==> src/rtl/pipe_hazard_ctrl.sv <==
// pipe_hazard_ctrl: load-use and MDU stall/flush control with a saturating stall counter
module pipe_hazard_ctrl #(
    parameter int MUL_CYCLES = 5,
    parameter int DIV_CYCLES = 10,
    parameter int CNT_W      = 4
) (
    input  logic        clk,
    input  logic        reset_n,
    input  logic        memToRegE,
    input  logic        regWriteE,
    input  logic [4:0]  writeRegE,
    input  logic [4:0]  rsD,
    input  logic [4:0]  rtD,
    input  logic        useRsD,
    input  logic        useRtD,
    input  logic        mdStartE,
    input  logic        mdDivE,
    input  logic        mdUseD,
    output logic        stallF,
    output logic        stallD,
    output logic        flushE,
    output logic        mdGo,
    output logic        mdBusy,
    output logic        mdDone,
    output logic        errOverlap,
    output logic [31:0] stallCnt
);
    typedef enum logic {IDLE, BUSY} state_t;
    state_t           state;
    logic [CNT_W-1:0] count;
    logic             load_use, md_stall, stall;

    assign mdBusy   = state == BUSY;
    assign mdGo     = mdStartE & (state == IDLE);
    assign load_use = memToRegE & regWriteE & (writeRegE != 5'd0) &
                      ((useRsD & (rsD == writeRegE)) | (useRtD & (rtD == writeRegE)));
    assign md_stall = mdUseD & (mdBusy | mdStartE);
    assign stall    = load_use | md_stall;
    assign stallF   = stall;
    assign stallD   = stall;
    assign flushE   = stall;

    // MDU occupancy FSM: a start loads the countdown, the last busy cycle arms the done pulse
    always_ff @(posedge clk or negedge reset_n) begin
        if (!reset_n) begin
            state      <= IDLE;
            count      <= '0;
            mdDone     <= 1'b0;
            errOverlap <= 1'b0;
        end else begin
            mdDone <= 1'b0;
            case (state)
                IDLE: if (mdStartE) begin
                    count <= mdDivE ? CNT_W'(DIV_CYCLES) : CNT_W'(MUL_CYCLES);
                    state <= BUSY;
                end
                BUSY: begin
                    if (mdStartE) errOverlap <= 1'b1;
                    if (count == CNT_W'(1)) begin
                        state  <= IDLE;
                        count  <= '0;
                        mdDone <= 1'b1;
                    end else begin
                        count <= count - CNT_W'(1);
                    end
                end
                default: state <= IDLE;
            endcase
        end
    end

    // Stall-cycle performance counter, pinned at all-ones instead of wrapping
    always_ff @(posedge clk or negedge reset_n) begin
        if (!reset_n) stallCnt <= '0;
        else if (stall && stallCnt != 32'hFFFF_FFFF) stallCnt <= stallCnt + 32'd1;
    end
endmodule

==> config.mk <==
export PLATFORM = sky130hd
export DESIGN_NAME = pipe_hazard_ctrl
export DESIGN_NICKNAME = d
export VERILOG_FILES = /design/src/rtl/pipe_hazard_ctrl.sv
export SDC_FILE = /design/constraint.sdc
export NUM_CORES = 1
export LEC_CHECK = 0
export CORE_UTILIZATION = 47
export CTS_CLUSTER_DIAMETER = 80
export CTS_CLUSTER_SIZE = 16
export DETAILED_ROUTE_END_ITERATION = 8
export PLACE_DENSITY = 0.79
export SYNTH_ARGS = -nofsm -noshare
export SYNTH_HDL_FRONTEND = slang
export SYNTH_SLANG_ARGS = --single-unit
==> constraint.sdc <==
create_clock -name clk -period 2.1 [get_ports clk]
set_clock_uncertainty 0.2 [all_clocks]
set_input_delay 0.42 -clock clk [delete_from_list [all_inputs] [get_ports clk]]
set_output_delay 0.42 -clock clk [all_outputs]
set_load 0.02 [all_outputs]
==> results by stage, run 1 <==
Synthesis:
- Ranked by total cell area, the synthesized netlist is headed by sky130_fd_sc_hd__dfrtp_1, sky130_fd_sc_hd__xnor2_1, sky130_fd_sc_hd__nand4_1.
- In the synthesized netlist, the number of instances is 200.
- After synthesis, the most frequently instantiated cells are sky130_fd_sc_hd__dfrtp_1, sky130_fd_sc_hd__xnor2_1, sky130_fd_sc_hd__nand4_1.
- After synthesis the netlist holds a flip-flop and latch count of 39.
- The number of enable flip-flop cells after synthesis is 0.
- The number of unique standard cell types used by synthesis is 40.
- Among all cell types in the netlist, the one instantiated most often is sky130_fd_sc_hd__dfrtp_1.
- sky130_fd_sc_hd__dfrtp_1 takes more of the synthesized area than any other cell.
- The fraction of synthesis flops using an asynchronous set or reset pin is 100%.
- After synthesis, the largest area contributor takes up 44.8% of total cell area.
- The net count of the mapped netlist is 227.
- For this run, the number of Yosys warnings is 0.
- Dividing the synthesized area by the synthesized cell count gives 10.9 um2.
- Sequential cells were found to cover 44.8% of the synthesized design area.
- The cell area that synthesis handed to floorplanning was 2180 um2.
- In the synthesized netlist the dominant register cell turns out to be sky130_fd_sc_hd__dfrtp_1.

Floorplanning:
- The core region area is 4410 um2.
- The initial utilization of the core area, before any placement, comes to 49.3%.
- Row generation in the floorplan step produced 24 rows.
- The width of the chip is 70.1 um.
- From bottom edge to top edge, the die measures 70.1 um.
- The floorplan die area is 4910 um2.
- The I/O pin count is 63.

Placement:
- Detailed placement finished with a half-perimeter wire length of 4060 um.
- The placer's final routability congestion estimate is 0.759.
- In this run the cell area measured after placement is 3150 um2.
- The number of placed instances, taps included is 348.
- The count of buffers added on input and output ports is 62.

Drt:
- The number of design rule violations left after detail routing is 0.
- The antenna violation net count after detailed routing is 0.
- The final layout contains routed wiring with a total length of 5630 um.
- The post-detailed-route wirelength per cell is 15.4 um.
- After detailed routing, the number of vias per cell comes to 5.46.
- Before antenna repair, the detailed router went through 4 iterations.
- In this run, the number of DRC markers left after iteration 0 of detailed routing was 140.
- Across all layers, the routed design uses 1994 vias.

Global route:
- The overall fraction of global-route tracks in use is 24.3%.
- The total congestion overflow after global routing is 0.
- The initial antenna violation count is 0.
- The first global-routing pass estimated 9210 um of wire.
- Entering global routing, the biggest net connects 20 pins.
- The via count of the first global-routing pass is 1966.

Hold path:
- In this run the most critical hold path is launched from errOverlap$_DFFE_PN0P_.
- Along the worst hold path, the cell count comes to 1.
- In this run the worst hold path is classified as flop to flop.

Timing:
- The number of pins with negative max-slew slack in the final report is 0.
- The worst slew margin relative to its limit is 69.7%.
- Setup violations remaining at the end of the flow were counted as 5.
- Of the available clock period, the critical path in the final layout requires 103%.
- Subtracting the final worst setup slack from the clock period gives 2.16 ns.
- The upper clock frequency limit is 464 MHz.
- The transition time of the tightest slew-check pin is 0.454 ns.
- The worst hold-check slack is 0.265 ns.
- Setup repair after global routing could not meet its margin everywhere.
- The final-report hold violation count was 0.
- The post-layout worst setup margin is -0.0567 ns.
- Setup total negative slack on the finished layout was measured at -0.192 ns.

Setup path:
- The start point of the critical path is writeRegE[2].
- The worst setup path is launched from an input pin.
- The worst flop-to-flop path startpoint is stallCnt[20]$_DFFE_PN0P_.
- STA classifies the critical path endpoint as an output pin.
- For this design, the slowest cell found on the critical path is sky130_fd_sc_hd__or4_4.
- The most numerous cell on the critical path is sky130_fd_sc_hd__buf_6.
- Traced cell by cell, the critical path runs through buf_6, or4_4, o211ai_4, o21ai_4, buf_6.
- The number of cells on the worst reg-to-reg path is 8.
- The category of the critical setup timing path is input pin to output pin.
- For this run, the slowest stage of the critical path takes 0.54 ns.
- Of all nets on the critical path, the largest fanout is 4.
- For the worst setup path, the data required time is 1.48 ns.
- At the worst endpoint, the arrival time is 1.54 ns.

Layout:
- The register area is 977 um2.
- The utilization of the core after routing is 77.7%.
- The area taken by multi-input logic gates is 1240 um2.
- The share of final-layout standard cells stronger than drive strength 1 is 33.2%.
- The number of standard cells in the layout, taps in and fillers out is 365.
- The synthesis-to-layout area growth is 57.4%.
- The final cell area excluding filler cells is 3430 um2.
- The filler cells instantiated in the layout total 302.
- The number of antenna cells inserted is 0.
- The count of nets after finishing is 339.

CTS:
- The tree built by TritonCTS fans out to 39 sinks.
- The H-tree depth is 2.
- The number of clock buffers added by TritonCTS is 5.
- TritonCTS built the clock tree.
- The clock slew at the register clock pins of the worst setup and hold paths is 0.08 ns.
- The tree is rooted in a sky130_fd_sc_hd__clkbuf_8.
- The buffer levels on the longest clock path is 2.
- For the worst-skew pair, the clock arrives at the later sink with an insertion delay of 0.30 ns.

Pwr:
- Dividing total power by cell area gives a power density of 741 nW/um2.
- IR analysis of the VDD net gives a maximum drop of 0.000732 V.
- The leakage power total is 0.00156 uW.

Status:
- The flow ran to the end, but the final reports show violations.
- The checks that failed: negative setup slack.

Run:
- Across the run, the number of max-cap violations was 0.
==> cells by family after synthesis <==
kind of cell,synth area share [%]
AND/OR/NAND/NOR,26.7
buffers and inverters,3.45
XOR/XNOR,16.9
multiplexers,0.517
flip-flops,44.8
adder cells (fa/ha/maj),1.72
AO/OA/AOI/OAI,5.92
==> final timing paths <==
path	endpoint	slack, ns
worst max register to register	stallCnt[26]$_DFFE_PN0P_	0.05
worst max-delay path	flushE	-0.06
min in group asynchronous	stallCnt[11]$_DFFE_PN0P_	0.39
worst min-delay path	errOverlap$_DFFE_PN0P_	0.26
worst min register to register	errOverlap$_DFFE_PN0P_	0.26
max in group asynchronous	stallCnt[18]$_DFFE_PN0P_	0.78
==> cells in the final DEF, fill, tap and decap left out, types with 2 or more instances in the layout <==
master                            instances
sky130_fd_sc_hd__a211oi_1                 2
sky130_fd_sc_hd__a21oi_1                  3
sky130_fd_sc_hd__and2_1                   6
sky130_fd_sc_hd__and3_1                  11
sky130_fd_sc_hd__buf_12                   3
sky130_fd_sc_hd__buf_2                    8
sky130_fd_sc_hd__buf_4                   47
sky130_fd_sc_hd__buf_6                    7
sky130_fd_sc_hd__clkbuf_8                 5
sky130_fd_sc_hd__clkdlybuf4s50_1         37
sky130_fd_sc_hd__dfrtp_1                 38
sky130_fd_sc_hd__dlygate4sd2_1            2
sky130_fd_sc_hd__dlymetal6s2s_1           5
sky130_fd_sc_hd__ha_1                     2
sky130_fd_sc_hd__inv_1                    3
sky130_fd_sc_hd__nand2_1                  9
sky130_fd_sc_hd__nand3_1                  7
sky130_fd_sc_hd__nand3_2                  6
sky130_fd_sc_hd__nand4_1                 18
sky130_fd_sc_hd__nand4_2                  2
sky130_fd_sc_hd__nor2_1                   8
sky130_fd_sc_hd__nor2b_1                  4
sky130_fd_sc_hd__nor3_1                   2
sky130_fd_sc_hd__nor3_4                   2
sky130_fd_sc_hd__nor4_4                   3
sky130_fd_sc_hd__o21ai_0                  2
sky130_fd_sc_hd__o31a_1                   2
sky130_fd_sc_hd__xnor2_1                 32
sky130_fd_sc_hd__xor2_1                   6
sky130_fd_sc_hd__xor2_2                   2
==> power by group <==
part	switching [uW]	total (uW)	internal [uW]
Sequential	81.2	949	868
Combinational	528	1090	558
Clock	274	506	232
==> stage by stage <==
stage,total power [uW],setup slack (ns)
floorplan,1490,-0.0621
global placement,1910,-0.891
detailed placement,1960,-0.948
CTS,2530,-0.141
global route,2680,-0.0935
finish,2540,-0.0567
==> worst max-delay path: cells and delay by family <==
family	cells	cell delay, ns
and+or+nand+nor	1	0.54
AOI/OAI and AO/OA	2	0.32
buffers and inverters	2	0.25
==> registers in the layout (all words and copies together) (netlist names) <==
signal,cells
count,4
errOverlap,1
mdBusy,1
mdDone,1
stallCnt,32
==> final cells by class <==
cell class,instances,area share [%]
multi-input cells,149,36.1
flip-flops and latches,39,28.5
well taps,52,1.90
clock inverters,2,0.365
repair buffers,114,30.7
clock buffers,6,2.12
inverters,3,0.328
==> routing by layer <==
| layer | vias to the layer above | GRT usage (%) | part of all wire [%] |
|---|---|---|---|
| met3 | 8 | 6.06 | 5.2 |
| li1 | 936 | - | - |
| met2 | 75 | 42.7 | 54 |
| met1 | 975 | 28.8 | 39 |
| met5 | - | 0 | 0 |
| met4 | 0 | 8.22 | 1.7 |
==> repair_timing <==
| item | CTS | global route |
|---|---|---|
| hold buffers | 1 | 0 |
| gates resized for setup | 84 | 20 |
| setup endpoints to repair | 36 | 35 |
| setup buffers | 8 | 2 |
| hold endpoints to repair | 17 | 0 |
| pin swaps | 21 | 11 |
| cloned | 1 | 0 |
No activity file was read; power rests on OpenSTA's default activity.
==> run 2: changes to the inputs <==
- ABC_AREA: unset -> 1
- CORE_UTILIZATION: 47 -> 51
- PLACE_DENSITY: 0.79 -> 0.81
==> run 2 against run 1 <==
  * The flow now finishes without violations
  * Non-clock buffer count fell by 37
  * Sequential share of layout area down 2.0 points
  * Die area is 18% higher
  * Clock power increased by 10%
  * Final cell count increased by 61%
  * Setup slack better by 0.11 ns
  * Register-to-register slack gained 0.07 ns
  * Area after synthesis is 29% higher
  * Clock-buffer cell count up 2
  * Total power fell by 5.1%
  * Largest power group is now registers
==> results by stage, run 2 <==
Global route:
- The total congestion overflow after global routing is 0 (unchanged).
- The via count of the first global-routing pass is 2723 (was 1966).
- The largest net degree at the start of global routing is 37 (was 20).
- The first-pass GRT wire length is 12300 um (was 9210 um).
- The initial antenna violation count came to 0 (unchanged).
- The overall fraction of global-route tracks in use is 26.6% (was 24.3%).

Setup path:
- The buffers plus inverters on the worst setup path was 2 (unchanged).
- The worst flop-to-flop path startpoint is stallCnt[1]$_DFFE_PN0P_ (was stallCnt[20]$_DFFE_PN0P_).
- The end of the critical path was mdBusy (was flushE).
- The sort of element at the start of the critical path is a flop (was input pin).
- The required time of the critical path came to 1.48 ns (about the same).
- The end of the worst register-to-register path was stallCnt[5]$_DFFE_PN0P_ (was stallCnt[26]$_DFFE_PN0P_).
- The start point of the critical path is mdBusy$_DFF_PN0_ (was writeRegE[2]).
- The category of the critical setup timing path was flop to output pin (was input pin to output pin).
- Ordered cell list for the critical path: buf_4, clkdlybuf4s50_1 (was buf_6, or4_4, o211ai_4, o21ai_4, buf_6).
- The number of cells on the worst reg-to-reg path came to 9 (was 8).
- The critical path endpoint category is an output pin (unchanged).
- The biggest cell delay along the critical path is 0.60 ns (was 0.54 ns).
- The total stage count of the critical path is 2 (was 5).
- The internal reg-to-reg setup slack is 0.12 ns (was 0.05 ns).
- The category of cells accounting for the largest share of critical-path delay was buffers and inverters (was simple AND/OR/NAND/NOR gates).
- The peak fanout along the critical path is 6 (was 4).
- The data arrival time of the worst path is 1.42 ns (was 1.54 ns).
- The cell with the largest stage delay on the worst path is sky130_fd_sc_hd__clkdlybuf4s50_1 (was sky130_fd_sc_hd__or4_4).

Timing:
- The transition time of the tightest slew-check pin is 0.453 ns (was 0.454 ns).
- The time the worst path needs with I/O delays and setup is 2.04 ns (was 2.16 ns).
- RSZ-0062 raised after global routing: no (was yes).
- The number of pins with negative max-slew slack in the final report was 0 (unchanged).
- The worst slew margin relative to its limit came to 69.8% (was 69.7%).
- The post-layout worst setup margin is 0.0555 ns (was -0.0567 ns).
- The final-report hold violation count is 0 (unchanged).
- The number of failing setup endpoints in the final timing report is 0 (was 5).
- The upper clock frequency limit is 489 MHz (was 464 MHz).
- The portion of the clock cycle consumed by the worst path in the final layout is 97.4% (was 103%).

Synthesis:
- The cell type contributing the most total cell area after synthesis is sky130_fd_sc_hd__dfrtp_1 (unchanged).
- The most common cell in the synthesized netlist was sky130_fd_sc_hd__nand2_1 (was sky130_fd_sc_hd__dfrtp_1).
- List of most frequent post-synthesis cells: sky130_fd_sc_hd__nand2_1, sky130_fd_sc_hd__nor2_1, sky130_fd_sc_hd__dfrtp_1, sky130_fd_sc_hd__nand3_1, sky130_fd_sc_hd__inv_1 (was sky130_fd_sc_hd__dfrtp_1, sky130_fd_sc_hd__xnor2_1, sky130_fd_sc_hd__nand4_1).
- The area of the mapped netlist is 2810 um2 (was 2180 um2).
- The area fraction in compound gates after synthesis came to 2.22% (was 5.92%).
- The post-synthesis average cell area is 6.36 um2 (was 10.9 um2).
- The fraction of synthesis flops using an asynchronous set or reset pin is 100% (unchanged).
- The most instantiated flip-flop cell in the synthesis netlist is sky130_fd_sc_hd__dfrtp_1 (unchanged).
- The xor and xnor area share after synthesis came to 4.98% (was 16.9%).
- Largest cells by area after synthesis: sky130_fd_sc_hd__dfrtp_1, sky130_fd_sc_hd__nand2_1, sky130_fd_sc_hd__nor2_1 (was sky130_fd_sc_hd__dfrtp_1, sky130_fd_sc_hd__xnor2_1, sky130_fd_sc_hd__nand4_1).
- The number of unique standard cell types used by synthesis is 29 (was 40).
- The combinational family with the most area after synthesis is simple AND/OR/NAND/NOR gates (unchanged).
- The post-synthesis cell count was 442 (was 200).
- The register area share after synthesis was 34.7% (was 44.8%).
- The number of register bits inferred by synthesis is 39 (unchanged).
- The number of enable flip-flop cells after synthesis was 0 (unchanged).
- The fraction of synthesized cell area taken by the top area cell type is 34.7% (was 44.8%).
- The count of synthesis-stage warnings from yosys came to 0 (unchanged).
- The multiplexer area fraction after synthesis is 0% (was 0.517%).
- The net count of the mapped netlist was 469 (was 227).
- The synthesized-area fraction occupied by and/or/nand/nor cells is 49.1% (was 26.7%).
- The fraction of the mapped netlist area in adder cells is 1.33% (was 1.72%).

Layout:
- The most flop-heavy register is stallCnt (unchanged).
- The count of nets after finishing is 542 (was 339).
- The share of final-layout standard cells stronger than drive strength 1 is 9.30% (was 33.2%).
- The number of standard cells in the layout, taps in and fillers out is 586 (was 365).
- The number of flip-flops in the largest register is 32 (unchanged).
- Largest registers: stallCnt x32, count x4 (unchanged).
- The number of antenna cells inserted is 0 (unchanged).
- The synthesis-to-layout area growth was 31.0% (was 57.4%).
- The leading cell type in the layout, fill and taps excluded is sky130_fd_sc_hd__nand2_1 (was sky130_fd_sc_hd__buf_4).
- The final cell area excluding filler cells is 3680 um2 (was 3430 um2).
- The final-layout fill cell count is 458 (was 302).
- Most used cells in the layout excluding fill and tap cells: sky130_fd_sc_hd__nand2_1, sky130_fd_sc_hd__nor2_1, sky130_fd_sc_hd__nand3_1, sky130_fd_sc_hd__dfrtp_1, sky130_fd_sc_hd__clkdlybuf4s50_1 (was sky130_fd_sc_hd__buf_4, sky130_fd_sc_hd__dfrtp_1, sky130_fd_sc_hd__clkdlybuf4s50_1).

CTS:
- The buffer levels on the longest clock path is 2 (unchanged).
- The H-tree depth is 2 (unchanged).
- The number of sinks on the clock net is 39 (unchanged).
- The root buffer cell is sky130_fd_sc_hd__clkbuf_8 (unchanged).
- The total CTS buffers is 5 (unchanged).
- The TritonCTS clock tree is done (unchanged).
- The clock insertion delay at the later pin of the skew report is 0.29 ns (was 0.30 ns).
- The clock slew at the register clock pins of the worst setup and hold paths was 0.07 ns (was 0.08 ns).

Pwr:
- The worst IR drop on VDD is 0.000676 V (was 0.000732 V).
- The ratio of total power to cell area is 654 nW/um2 (was 741 nW/um2).
- The leakage power total was 0.00188 uW (was 0.00156 uW).

Drt:
- The violation count after the first detailed-route iteration was 239 (was 140).
- The total wirelength of the detailed-routed design is 7460 um (was 5630 um).
- The antenna violation net count after detailed routing is 0 (unchanged).
- The first-pass detailed-route iteration total came to 4 (unchanged).
- The vias after detailed routing came to 3021 (was 1994).
- The number of design rule violations left after detail routing was 0 (unchanged).
- The via density per instance is 5.16 (was 5.46).
- The post-detailed-route wirelength per cell came to 12.7 um (was 15.4 um).

Floorplanning:
- The floorplan die area is 5820 um2 (was 4910 um2).
- The starting utilization of the core area is 54.0% (was 49.3%).
- The chip height is 76.3 um (was 70.1 um).
- The core region area was 5200 um2 (was 4410 um2).
- The I/O pin count is 63 (unchanged).
- The number of rows created at floorplan is 26 (was 24).
- The width of the chip was 76.3 um (was 70.1 um).

Placement:
- The number of buffers added on ports was 62 (unchanged).
- The placer's final routability congestion estimate was 1.00 (was 0.759).
- The number of placed instances, taps included is 575 (was 348).
- The post-detailed-placement cell area came to 3550 um2 (was 3150 um2).
- The worst slack after detailed placement is -0.683 ns (was -0.948 ns).
- The detailed placement HPWL was 5830 um (was 4060 um).

Run:
- The count of maximum capacitance violations is 0 (unchanged).

Hold path:
- The class of the tightest hold or removal check is flop to flop (unchanged).

Status:
- Status: finished clean (was complete, but fails checks).
run 2: how the worst min path moves through the flow:
stage | from | endpoint | slack [ns] | depth (start not counted)
CTS | errOverlap$_DFFE_PN0P_ | errOverlap$_DFFE_PN0P_ | 0.30 | 1
finish | errOverlap$_DFFE_PN0P_ | errOverlap$_DFFE_PN0P_ | 0.29 | 1
global route | errOverlap$_DFFE_PN0P_ | errOverlap$_DFFE_PN0P_ | 0.32 | 1
detailed placement | reset_n | stallCnt[8]$_DFFE_PN0P_ | 0.19 | 1
global placement | reset_n | stallCnt[8]$_DFFE_PN0P_ | 0.19 | 1
floorplan | reset_n | count[0]$_DFFE_PN0N_ | -0.08 | 0
run 2: report_power, final:
part,internal [uW],leakage [uW],switching (uW)
clock network,300,0.0000515,258
logic,386,0.00131,507
registers,851,0.000521,109
total,1540,0.00188,874
run 2: cells by family after synthesis:
kind of cell               count (synthesis)
and+or+nand+nor                          324
buffers and inverters                     49
DFF                                       39
xor gates and xnor gates                  16
AOI/OAI and AO/OA                         11
adders and majority gates                  3
run 2: worst register-to-register path, cell delays in order (launching register included):
cell and delay [ns]:
sky130_fd_sc_hd__dfrtp_1 0.42, sky130_fd_sc_hd__ha_1 0.21, sky130_fd_sc_hd__inv_2 0.06, sky130_fd_sc_hd__nor2_4 0.18, sky130_fd_sc_hd__nand2_4 0.11, sky130_fd_sc_hd__nor2_8 0.16
sky130_fd_sc_hd__nand3_4 0.14, sky130_fd_sc_hd__buf_4 0.23, sky130_fd_sc_hd__nand3_1 0.09, sky130_fd_sc_hd__nand2_1 0.06
run 2: repair_timing:
| item | in CTS | in global routing |
|---|---|---|
| hold buffers | 1 | 0 |
| buffers inserted | 0 | 2 |
| setup endpoints to repair | 36 | 33 |
| pin swaps | 6 | 8 |
| resized for setup | 37 | 16 |
| hold endpoints to repair | 19 | 0 |
run 2: layout make-up:
cell class / count / area (um2) / area share (%)
Sequential cell: 39 / 976 / 26.5
Clock buffer: 8 / 100 / 2.72
Multi-Input combinational cell: 354 / 1640 / 44.4
Inverter: 38 / 143 / 3.87
Timing Repair Buffer: 77 / 742 / 20.1
Tap cell: 70 / 87.6 / 2.38
run 2: metal layers:
layer	wire length, um	global-route usage, %	up-vias
li1	-	-	1520
met1	3230	32.6	1402
met2	3690	45.6	83
met3	373	5.63	16
met4	172	10.6	0
met5	0	0	-
run 2: per-stage QoR:
stage | utilization (%) | TNS (ns) | power, uW | hold WS (ns)
after floorplan | - | 0 | 1470 | -0.0756
after global placement | 68.1 | -16.47 | 1790 | 0.186
after detailed placement | 68.1 | -18.50 | 1820 | 0.190
after CTS | 70.0 | -0.0168 | 2390 | 0.299
after global routing | 70.8 | 0 | 2550 | 0.324
final | 70.8 | 0 | 2410 | 0.290
==> run 3: changes to the inputs <==
- CTS_CLUSTER_SIZE: 16 -> 24
- SLEW_MARGIN: unset -> 30
==> results of run 3 <==
No change in the layout: final DEF, timing and power equal those of run 2.
